<file path="config.mk">
export PLATFORM = sky130hd
export DESIGN_NAME = alu_exec_unit_flat
export DESIGN_NICKNAME = d
export VERILOG_FILES = /design/src/rtl/cpu_pkg.sv /design/src/rtl/alu_exec_unit_if.sv /design/src/rtl/alu_exec_unit_shifter.sv /design/src/rtl/alu_exec_unit.sv /design/src/flat_wrapper.sv
export SDC_FILE = /design/constraint.sdc
export NUM_CORES = 1
export LEC_CHECK = 0
export ABC_AREA = 1
export CAP_MARGIN = 20
export CELL_PAD_IN_SITES_DETAIL_PLACEMENT = 2
export CELL_PAD_IN_SITES_GLOBAL_PLACEMENT = 2
export CORE_MARGIN = 2
export CORE_UTILIZATION = 32
export DETAILED_ROUTE_END_ITERATION = 16
export PLACE_DENSITY = 0.91
export SYNTH_ARGS = -nofsm -noshare
export SYNTH_HDL_FRONTEND = slang
export SYNTH_SLANG_ARGS = --single-unit
export TNS_END_PERCENT = 100
</file>
<file path="constraint.sdc">
create_clock -name clock -period 5 [get_ports clock]
set_input_delay 1 -clock clock [delete_from_list [all_inputs] [get_ports clock]]
set_output_delay 1 -clock clock [all_outputs]
set_load 0.02 [all_outputs]
</file>
<file path="src/rtl/cpu_pkg.sv">
// Shared ALU definitions: op codes, datapath sizing, FSM encoding and
// the single-bit shift step used by both the top and the iterative shifter.
package cpu_pkg;

  localparam int WIDTH   = 16;
  localparam int SHAMT_W = 4;

  localparam logic [3:0] ALU_AND  = 4'b0000;
  localparam logic [3:0] ALU_SLTI = 4'b0001;
  localparam logic [3:0] ALU_OR   = 4'b0010;
  localparam logic [3:0] ALU_XOR  = 4'b0011;
  localparam logic [3:0] ALU_ADD  = 4'b0100;
  localparam logic [3:0] ALU_ADDI = 4'b0101;
  localparam logic [3:0] ALU_SLL  = 4'b0110;
  localparam logic [3:0] ALU_SRA  = 4'b0111;
  localparam logic [3:0] ALU_SUB  = 4'b1100;
  localparam logic [3:0] ALU_SUBI = 4'b1101;

  localparam logic DIR_LEFT  = 1'b0;
  localparam logic DIR_RIGHT = 1'b1;

  typedef enum logic {
    ST_IDLE  = 1'b0,
    ST_SHIFT = 1'b1
  } state_t;

  // Right shifts are arithmetic: the sign bit is replicated.
  function automatic logic [WIDTH-1:0] shift1(input logic [WIDTH-1:0] v, input logic dir);
    return dir ? {v[WIDTH-1], v[WIDTH-1:1]} : {v[WIDTH-2:0], 1'b0};
  endfunction

endpackage

</file>
<file path="src/rtl/alu_exec_unit_if.sv">
// Request/response bundle between the pipeline control and the execute ALU.
interface alu_exec_unit_if;
  import cpu_pkg::*;

  logic             start;
  logic [3:0]       aluctrl;
  logic [WIDTH-1:0] a;
  logic [WIDTH-1:0] b;
  logic [WIDTH-1:0] result;
  logic             zero;
  logic             overflow;
  logic             illegalop;
  logic             busy;
  logic             ready;
  logic             done;

  modport master (
    output start, aluctrl, a, b,
    input  result, zero, overflow, illegalop, busy, ready, done
  );

  modport slave (
    input  start, aluctrl, a, b,
    output result, zero, overflow, illegalop, busy, ready, done
  );

endinterface

</file>
<file path="src/rtl/alu_exec_unit_shifter.sv">
// Iterative one-bit-per-cycle shifter; out presents the value after the next step
// so the owner can capture the final result on the same edge that the count expires.
module alu_iter_shifter
  import cpu_pkg::*;
(
  input  logic               clock,
  input  logic               reset,
  input  logic               load,
  input  logic               dir,
  input  logic [WIDTH-1:0]   value,
  input  logic [SHAMT_W-1:0] shamt,
  output logic               step_done,
  output logic [WIDTH-1:0]   out
);

  logic [WIDTH-1:0]   sreg_q;
  logic [SHAMT_W-1:0] cnt_q;
  logic               dir_q;

  always_ff @(posedge clock) begin
    if (!reset) begin
      sreg_q <= '0;
      cnt_q  <= '0;
      dir_q  <= DIR_LEFT;
    end else if (load) begin
      sreg_q <= shift1(value, dir);
      cnt_q  <= shamt - SHAMT_W'(1);
      dir_q  <= dir;
    end else if (cnt_q != '0) begin
      sreg_q <= shift1(sreg_q, dir_q);
      cnt_q  <= cnt_q - SHAMT_W'(1);
    end
  end

  assign out       = shift1(sreg_q, dir_q);
  assign step_done = (cnt_q == SHAMT_W'(1));

endmodule

</file>
<file path="src/rtl/alu_exec_unit.sv">
// Execute-stage ALU: single-cycle logic/arith ops, iterative SLL/SRA with
// start/busy/done handshake; result and flags are registered and held between ops.
module alu_exec_unit
  import cpu_pkg::*;
(
  input logic             clock,
  input logic             reset,
  alu_exec_unit_if.slave  bus
);

  state_t state_q, state_d;

  logic [WIDTH-1:0]   result_q, res_d;
  logic [WIDTH-1:0]   sum, diff, sh_out;
  logic [SHAMT_W-1:0] shamt;
  logic zero_q, zero_d, ovf_q, ovf_d, ill_q, ill_d, done_q, done_d;
  logic load, dir, step_done, add_ovf, sub_ovf;

  assign sum     = bus.a + bus.b;
  assign diff    = bus.a - bus.b;
  assign shamt   = bus.b[SHAMT_W-1:0];
  assign dir     = (bus.aluctrl == ALU_SRA) ? DIR_RIGHT : DIR_LEFT;
  assign add_ovf = (bus.a[WIDTH-1] == bus.b[WIDTH-1]) && (sum[WIDTH-1]  != bus.a[WIDTH-1]);
  assign sub_ovf = (bus.a[WIDTH-1] != bus.b[WIDTH-1]) && (diff[WIDTH-1] != bus.a[WIDTH-1]);

  alu_iter_shifter u_shifter (
    .clock     (clock),
    .reset     (reset),
    .load      (load),
    .dir       (dir),
    .value     (bus.a),
    .shamt     (shamt),
    .step_done (step_done),
    .out       (sh_out)
  );

  always_comb begin
    state_d = state_q;
    res_d   = result_q;
    ovf_d   = ovf_q;
    ill_d   = ill_q;
    done_d  = 1'b0;
    load    = 1'b0;
    case (state_q)
      ST_IDLE: begin
        if (bus.start) begin
          done_d = 1'b1;
          ovf_d  = 1'b0;
          ill_d  = 1'b0;
          case (bus.aluctrl)
            ALU_AND:            res_d = bus.a & bus.b;
            ALU_OR:             res_d = bus.a | bus.b;
            ALU_XOR:            res_d = bus.a ^ bus.b;
            ALU_ADD, ALU_ADDI: begin
              res_d = sum;
              ovf_d = add_ovf;
            end
            ALU_SUB, ALU_SUBI: begin
              res_d = diff;
              ovf_d = sub_ovf;
            end
            ALU_SLTI:           res_d = {{(WIDTH-1){1'b0}}, ($signed(bus.a) < $signed(bus.b))};
            ALU_SLL, ALU_SRA: begin
              if (shamt == '0) begin
                res_d = bus.a;
              end else if (shamt == SHAMT_W'(1)) begin
                res_d = shift1(bus.a, dir);
              end else begin
                // Long shift: flags and result hold until the shifter finishes.
                done_d  = 1'b0;
                ovf_d   = ovf_q;
                ill_d   = ill_q;
                load    = 1'b1;
                state_d = ST_SHIFT;
              end
            end
            default: begin
              res_d = '0;
              ill_d = 1'b1;
            end
          endcase
        end
      end
      ST_SHIFT: begin
        if (step_done) begin
          res_d   = sh_out;
          ovf_d   = 1'b0;
          ill_d   = 1'b0;
          done_d  = 1'b1;
          state_d = ST_IDLE;
        end
      end
      default: state_d = ST_IDLE;
    endcase
    zero_d = (res_d == '0);
  end

  always_ff @(posedge clock) begin
    if (!reset) begin
      state_q  <= ST_IDLE;
      result_q <= '0;
      zero_q   <= 1'b1;
      ovf_q    <= 1'b0;
      ill_q    <= 1'b0;
      done_q   <= 1'b0;
    end else begin
      state_q  <= state_d;
      result_q <= res_d;
      zero_q   <= zero_d;
      ovf_q    <= ovf_d;
      ill_q    <= ill_d;
      done_q   <= done_d;
    end
  end

  assign bus.result    = result_q;
  assign bus.zero      = zero_q;
  assign bus.overflow  = ovf_q;
  assign bus.illegalop = ill_q;
  assign bus.busy      = (state_q == ST_SHIFT);
  assign bus.ready     = (state_q != ST_SHIFT);
  assign bus.done      = done_q;

endmodule
</file>
<file path="src/flat_wrapper.sv">
// flat-port wrapper written by rule: the top's interface ports become plain ports
module alu_exec_unit_flat import cpu_pkg::*;
  (clock, reset, bus_start, bus_aluctrl, bus_a, bus_b, bus_result, bus_zero, bus_overflow, bus_illegalop, bus_busy, bus_ready, bus_done);
  alu_exec_unit_if bus_i ();
  input logic clock;
  input logic reset;
  input wire logic [$bits(bus_i.start)-1:0] bus_start;
  input wire logic [$bits(bus_i.aluctrl)-1:0] bus_aluctrl;
  input wire logic [$bits(bus_i.a)-1:0] bus_a;
  input wire logic [$bits(bus_i.b)-1:0] bus_b;
  output wire logic [$bits(bus_i.result)-1:0] bus_result;
  output wire logic [$bits(bus_i.zero)-1:0] bus_zero;
  output wire logic [$bits(bus_i.overflow)-1:0] bus_overflow;
  output wire logic [$bits(bus_i.illegalop)-1:0] bus_illegalop;
  output wire logic [$bits(bus_i.busy)-1:0] bus_busy;
  output wire logic [$bits(bus_i.ready)-1:0] bus_ready;
  output wire logic [$bits(bus_i.done)-1:0] bus_done;
  assign bus_i.start = bus_start;
  assign bus_i.aluctrl = bus_aluctrl;
  assign bus_i.a = bus_a;
  assign bus_i.b = bus_b;
  assign bus_result = bus_i.result;
  assign bus_zero = bus_i.zero;
  assign bus_overflow = bus_i.overflow;
  assign bus_illegalop = bus_i.illegalop;
  assign bus_busy = bus_i.busy;
  assign bus_ready = bus_i.ready;
  assign bus_done = bus_i.done;
  alu_exec_unit u_core (.clock(clock), .reset(reset), .bus(bus_i));
endmodule
</file>
==> results of run 1 <==
==> metrics by stage <==
stage | instances | util (%) | setup slack (ns)
2_1_floorplan | 1063 | - | 2.20
3_5_place_dp | 1327 | 37.0 | 0.788
5_1_grt | 1335 | 38.0 | 0.764
3_3_place_gp | 1327 | 37.0 | 1.04
6_report | 1335 | 38.0 | 0.851
4_1_cts | 1334 | 37.9 | 1.01
==> state kept, by name, summed over array words and instances, names as in the netlist <==
signal / cells
u_core.bus.busy: 1
u_core.bus.illegalop: 1
u_core.u_shifter.cnt_q: 4
u_core.bus.zero: 1
u_core.bus.done: 1
u_core.u_shifter.sreg_q: 16
u_core.u_shifter.dir_q: 1
u_core.bus.overflow: 1
u_core.bus.result: 16
==> report_power, final <==
group / switching (mW) / internal [mW] / total, mW
clock: 0.181 / 0.248 / 0.429
sequential: 0.0656 / 0.401 / 0.466
combinational: 0.586 / 0.280 / 0.866
==> worst register-to-register path, cell delays in order, from the launching register on <==
cell	delay [ns]
dfxtp_1	0.46
clkinv_1	0.59
nor2_1	0.57
buf_6	0.24
nand2_1	0.11
o21ai_0	0.13
a21oi_1	0.15
nand2_1	0.13
nor2_1	0.05
nand3_1	0.09
nand2_1	0.08
==> routing by layer <==
metal,wire [um],up-vias,track usage [%]
met4,1290,0,15.3
li1,-,3433,-
met5,0,-,0
met1,12600,3675,37.3
met2,14600,244,52.9
met3,1260,73,3.48
==> cell families (layout without fill, tap and decap cells) <==
kind of cell,Yosys count,in the layout
AOI/OAI and AO/OA,142,142
xor gates and xnor gates,6,6
adders and majority gates,62,62
buffers and inverters,203,246
DFF,42,42
muxes,7,7
and+or+nand+nor,601,601
==> worst min-delay path by stage <==
stage                                      startpoint                           to  slack, ns
after detailed placement          u_core.bus.overflow          u_core.bus.overflow       0.48
after floorplan           u_core.u_shifter.sreg_q[14]  u_core.u_shifter.sreg_q[14]       0.49
after global placement           u_core.bus.illegalop         u_core.bus.illegalop       0.45
final                             u_core.bus.overflow          u_core.bus.overflow       0.50
after CTS                         u_core.bus.overflow          u_core.bus.overflow       0.50
after global routing              u_core.bus.overflow          u_core.bus.overflow       0.53
==> final cells by class <==
type,instances,share of cell area [%]
sequential,42,12.3
tap,229,4.19
clock inverter,1,0.439
clock buffer,6,2.03
multi-input combinational,818,61.8
timing repair buffer,72,10.1
inverter,167,9.16
==> layout by cell type (no fill, tap or decap), types with 3 or more instances in the layout <==
cell	count
clkdlybuf4s50_1	60
o21ai_0	39
o21ai_1	7
inv_1	161
or2_2	5
o211ai_1	10
a22oi_1	7
nor2_1	87
xor2_1	4
clkbuf_16	5
o22ai_1	8
a21oi_1	55
buf_4	11
nor3_1	9
mux2i_1	7
nand2_1	365
ha_1	60
o21bai_1	10
nand4_1	14
dfxtp_1	42
nand3_1	104
clkinv_1	3
nor2_2	4
inv_2	3
nand2_2	5
==> results.cfg, run 1 <==
[critical_path]
crit_family = buffers and inverters
reg2reg_to = u_core.bus.zero
cp-end-kind = flip-flop
critPathBufInv = 6
worst_setup_path_endpoint = u_core.u_shifter.sreg_q[7]
cp_slowest_stage_delay_ns = 0.61
crit_arrival_ns = 4.35
r2r_start = u_core.bus.busy
cpMostUsedCell = inv_1
crit_path_start_kind = input port
crit_cells = 12
startpoint = bus_b[1]
critical_path_required_ns = 5.20
r2r_cells = 10
critPathSlowestCell = o21ai_0
worst-setup-path-type = in2reg
r2r_slack_ns = 2.29
crit_chain = clkdlybuf4s50_1 > inv_1 > ha_1 > o21ai_0 > nand2_2 > nor3_2 > inv_2 > nand2_1 > buf_4 > inv_1 > o21bai_1 > inv_1
critical_path.max_fanout = 24

[sta]
hold_viol = 0
min_period_ns = 4.15
max_slew_margin_pct = 45.7
whs_ns = 0.497
max_slew.worst_pin.slew_ns = 0.814
drv_slew = 0
min_period_over_period_pct = 83.0
timing.fmax_ghz = 0.241
clock_skew_ns = 0.0160
tns_ns = 0
setup_viol = 0
rsz0062_at_grt = no

[power]
peakVddDrop_mv = 0.166
fin_total_pwr_mw = 1.76
p_per_area_nw_per_um2 = 257
leakage_nw = 3.68

[cts]
cts.sinks = 42
cts_buffers = 5
cts_tree = built
root_buffer = clkbuf_16
cts.clk_slew.worst_paths_ns = 0.07
clk_latency_ns = 0.33
cts_max_level = 2
ctsResizeCount = 0
clockBufferDepth = 2
hold_buffers = 0
post_cts_buffers = 0

[synth]
syn_inst = 1063
yosys.area_share.xor_xnor_pct = 0.893
synth-adder-area-share_pct = 13.4
yosys-top-cells-count = nand2_1 (365), inv_1 (161), nand3_1 (104)
yosysUniqueCellTypes = 39
ys.warnings.count = 0
syn-num-nets = 1164
yosys.cell_count.top_type = nand2_1
async_flop_share_pct = 0
yosysSeqAreaShare_pct = 14.3
synth_edf_count = 0
synth_compound_area_share_pct = 13.7
synth-simple-area-share_pct = 42.6
avgSynthCellArea_um2 = 5.54
synth_area_um2 = 5890
synth_top_cell_by_area = nand2_1
ys.flop_type = dfxtp_1
ys_ff_latch = 42
synthMuxAreaShare_pct = 1.19
synth_top_family_by_area = simple AND/OR/NAND/NOR gates
yosysTopAreaCellShare_pct = 23.3
synth_area_leaders = nand2_1 (23%), dfxtp_1 (14%), ha_1 (13%), inv_1 (10%), nand3_1 (8.8%)

[floorplanning]
die_height_um = 140
ios = 61
die_w_um = 140
coreArea_um2 = 18000
dieArea_um2 = 19500
rows = 49
initial_core_util_pct = 32.7

[final_layout]
layout-drive-gt1-share_pct = 3.71
area_growth_pct = 16.3
num_antenna_cells = 0
fin_area_um2 = 6850
nets = 1207
seq_area_um2 = 841
n_fill_cell = 2324
multi_input_area_um2 = 4230

[detailed_routing]
drc = 0
drt_first_pass_iters = 5
via_count = 7425
drtIter0Drc = 456
wl_um = 29700
wl_per_cell_um = 22.2
ant_nets = 0
via_per_inst = 5.56

[global_routing]
grt_pass1_wl_um = 46100
grt_pass1_vias = 8145
grt_remaining_overflow = 0
grt_max_degree = 25
antenna_found_initial = 0
grt_usage_pct = 30.5

[worst_hold_path]
hold_class = reg2reg
hold_depth = 2

[outcome]
status = finished, final reports clean

[placement]
place_area_um2 = 6670
place.gp.congestion = 0.906
portBuffers = 60
post-dp-hpwl_um = 22600

[run]
maxCapViolCount = 0
Power figures use the tool's default switching activity.
==> run 2, diff against run 1 <==
CORE_UTILIZATION = 30   (was 32)
PLACE_DENSITY = 0.86   (was 0.91)
clock period = 4 ns   (was 5 ns; I/O delays follow)
==> run 2 against run 1 <==
  * Flip-flop and latch count stayed put
  * Hold slack better by 0.057 ns
  * Sequential power is 24% higher
  * Register-to-register slack worse by 0.76 ns
  * Utilization is 1.9 points lower
  * Cell count is 3.9% higher
  * Non-clock buffer count is 15 higher
  * Combinational power is 22% higher
  * Critical path depth is 7 higher
  * Via count is 1.2% lower
  * Routed wire length is 3.3% lower
  * Clock-buffer cell count is 1 lower
  * Highest routed layer unchanged
==> results.cfg, run 2 (same netlist as run 1, synthesis figures left out) <==
[worst_hold_path]
hold_class = reg2reg

[power]
swShare_pct = 47.0
power_frac_clock_pct = 20.7
leakage_nw = 3.74
peakVddDrop_mv = 0.352
p_per_area_nw_per_um2 = 296
p_int_mw = 1.09
combPwrFrac_pct = 51.5
p_sw_mw = 0.971
pwr-share-seq_pct = 27.9

[global_routing]
grt_usage_pct = 28.1
grt_max_degree = 24
grt_remaining_overflow = 0
grt_pass1_wl_um = 44800
antenna_found_initial = 0
grt_pass1_vias = 7982

[placement]
dpl_worst_slack_ns = 0.194
place_inst = 1378
place_area_um2 = 6820
post-dp-hpwl_um = 22900
portBuffers = 60
place.gp.congestion = 0.902

[cts]
ctsResizeCount = 0
post_cts_buffers = 0
cts_buffers = 5
clockBufferDepth = 2
cts.clk_slew.worst_paths_ns = 0.07
hold_buffers = 0
cts_tree = built
root_buffer = clkbuf_16
cts.sinks = 42
cts_max_level = 2
clk_latency_ns = 0.30

[floorplanning]
die_w_um = 144
rows = 51
coreArea_um2 = 19300
initial_core_util_pct = 30.4
die_height_um = 144
ios = 61
dieArea_um2 = 20800

[critical_path]
crit_arrival_ns = 3.97
worst_setup_path_endpoint = u_core.bus.zero
crit_path_start_kind = input port
critical_path.max_fanout = 8
reg2reg_to = u_core.bus.zero
r2r_slack_ns = 1.53
worst-setup-path-type = in2reg
r2r_cells = 10
cp-end-kind = flip-flop
critical_path_required_ns = 4.24
startpoint = bus_b[3]
r2r_start = u_core.u_shifter.dir_q

[detailed_routing]
via_count = 7336
drt_first_pass_iters = 4
drc = 0
wl_um = 28700
drtIter0Drc = 381
wl_per_cell_um = 20.7
ant_nets = 0
via_per_inst = 5.29

[sta]
whs_ns = 0.554
tns_ns = 0
rsz0062_at_grt = no
max_slew.worst_pin.slew_ns = 0.727
clock_skew_ns = 0.0127
max_slew_margin_pct = 51.1
drv_slew = 0
timing.fmax_ghz = 0.268
setup_viol = 0
min_period_ns = 3.73
hold_viol = 0
setup_ws_ns = 0.273
min_period_over_period_pct = 93.2

[final_layout]
final_cells = 1387
final_common_cell = nand2_1
multi_input_area_um2 = 4230
nets = 1222
area_growth_pct = 18.6
num_antenna_cells = 0
final_cell_mix = nand2_1 (365), inv_1 (161), nand3_1 (104)
fin_area_um2 = 6980
layout-drive-gt1-share_pct = 5.08
n_fill_cell = 2523
seq_area_um2 = 841

[outcome]
status = finished, final reports clean

[run]
maxCapViolCount = 0
==> run 2: changes by cell type in the layout (fill, tap and decap cells not counted) <==
cell        delta
buf_4         +16
clkinvlp_4     +2
buf_6          -1
bufinv_16      -1
clkbuf_8       -1
inv_6          +1
==> run 2: worst max-delay path, stage by stage <==
cell             delay, ns
clkdlybuf4s50_1       0.60
inv_1                 0.16
ha_1                  0.50
nand2_1               0.19
nand2_1               0.10
a21oi_1               0.09
nand2_1               0.22
nand2_1               0.08
nand3_1               0.08
nand4_1               0.18
nand2_1               0.14
nand2_1               0.08
nand2_1               0.10
nand2_1               0.07
nor2_1                0.11
nand2_1               0.07
nor2_1                0.19
nand3_1               0.11
nand2_1               0.07
==> run 2: metal layers <==
metal / track usage [%] / routed length [um]
met1: 34.7 / 12700
met2: 50.7 / 14000
met3: 2.38 / 863
met4: 10.3 / 1100
met5: 0 / 0
==> run 2: cell type report <==
class                      instances  area share, %
sequential                        42           12.0
timing repair buffer              87           11.5
multi-input combinational        818           60.6
tap                              265           4.75
clock buffer                       5           1.79
clock inverter                     3          0.341
inverter                         167           8.98
==> run 2: metrics by stage <==
| stage | total power, mW | utilization [%] |
|---|---|---|
| finish | 2.07 | 36.1 |
| global route | 2.22 | 36.1 |
| CTS | 2.07 | 36.1 |
| detailed placement | 1.62 | 35.3 |
| global placement | 1.57 | 35.3 |
| floorplan | 1.23 | - |
==> run 2: worst min path at each step <==
stage / depth (start not counted) / from / end / slack [ns]
after floorplan: 2 / u_core.u_shifter.sreg_q[14] / u_core.u_shifter.sreg_q[14] / 0.49
after global placement: 2 / u_core.bus.illegalop / u_core.bus.illegalop / 0.50
after detailed placement: 2 / u_core.bus.illegalop / u_core.bus.illegalop / 0.51
after CTS: 2 / u_core.u_shifter.sreg_q[9] / u_core.u_shifter.sreg_q[9] / 0.54
after global routing: 2 / u_core.bus.illegalop / u_core.bus.illegalop / 0.57
final: 2 / u_core.u_shifter.sreg_q[3] / u_core.u_shifter.sreg_q[3] / 0.55
==> run 2: power by group through the flow <==
stage | combinational (mW) | clock, mW | sequential (mW)
floorplan | 0.661 | 0 | 0.571
global placement | 0.991 | 0 | 0.575
detailed placement | 1.04 | 0 | 0.581
CTS | 1.06 | 0.428 | 0.575
global route | 1.19 | 0.450 | 0.583
finish | 1.06 | 0.427 | 0.576
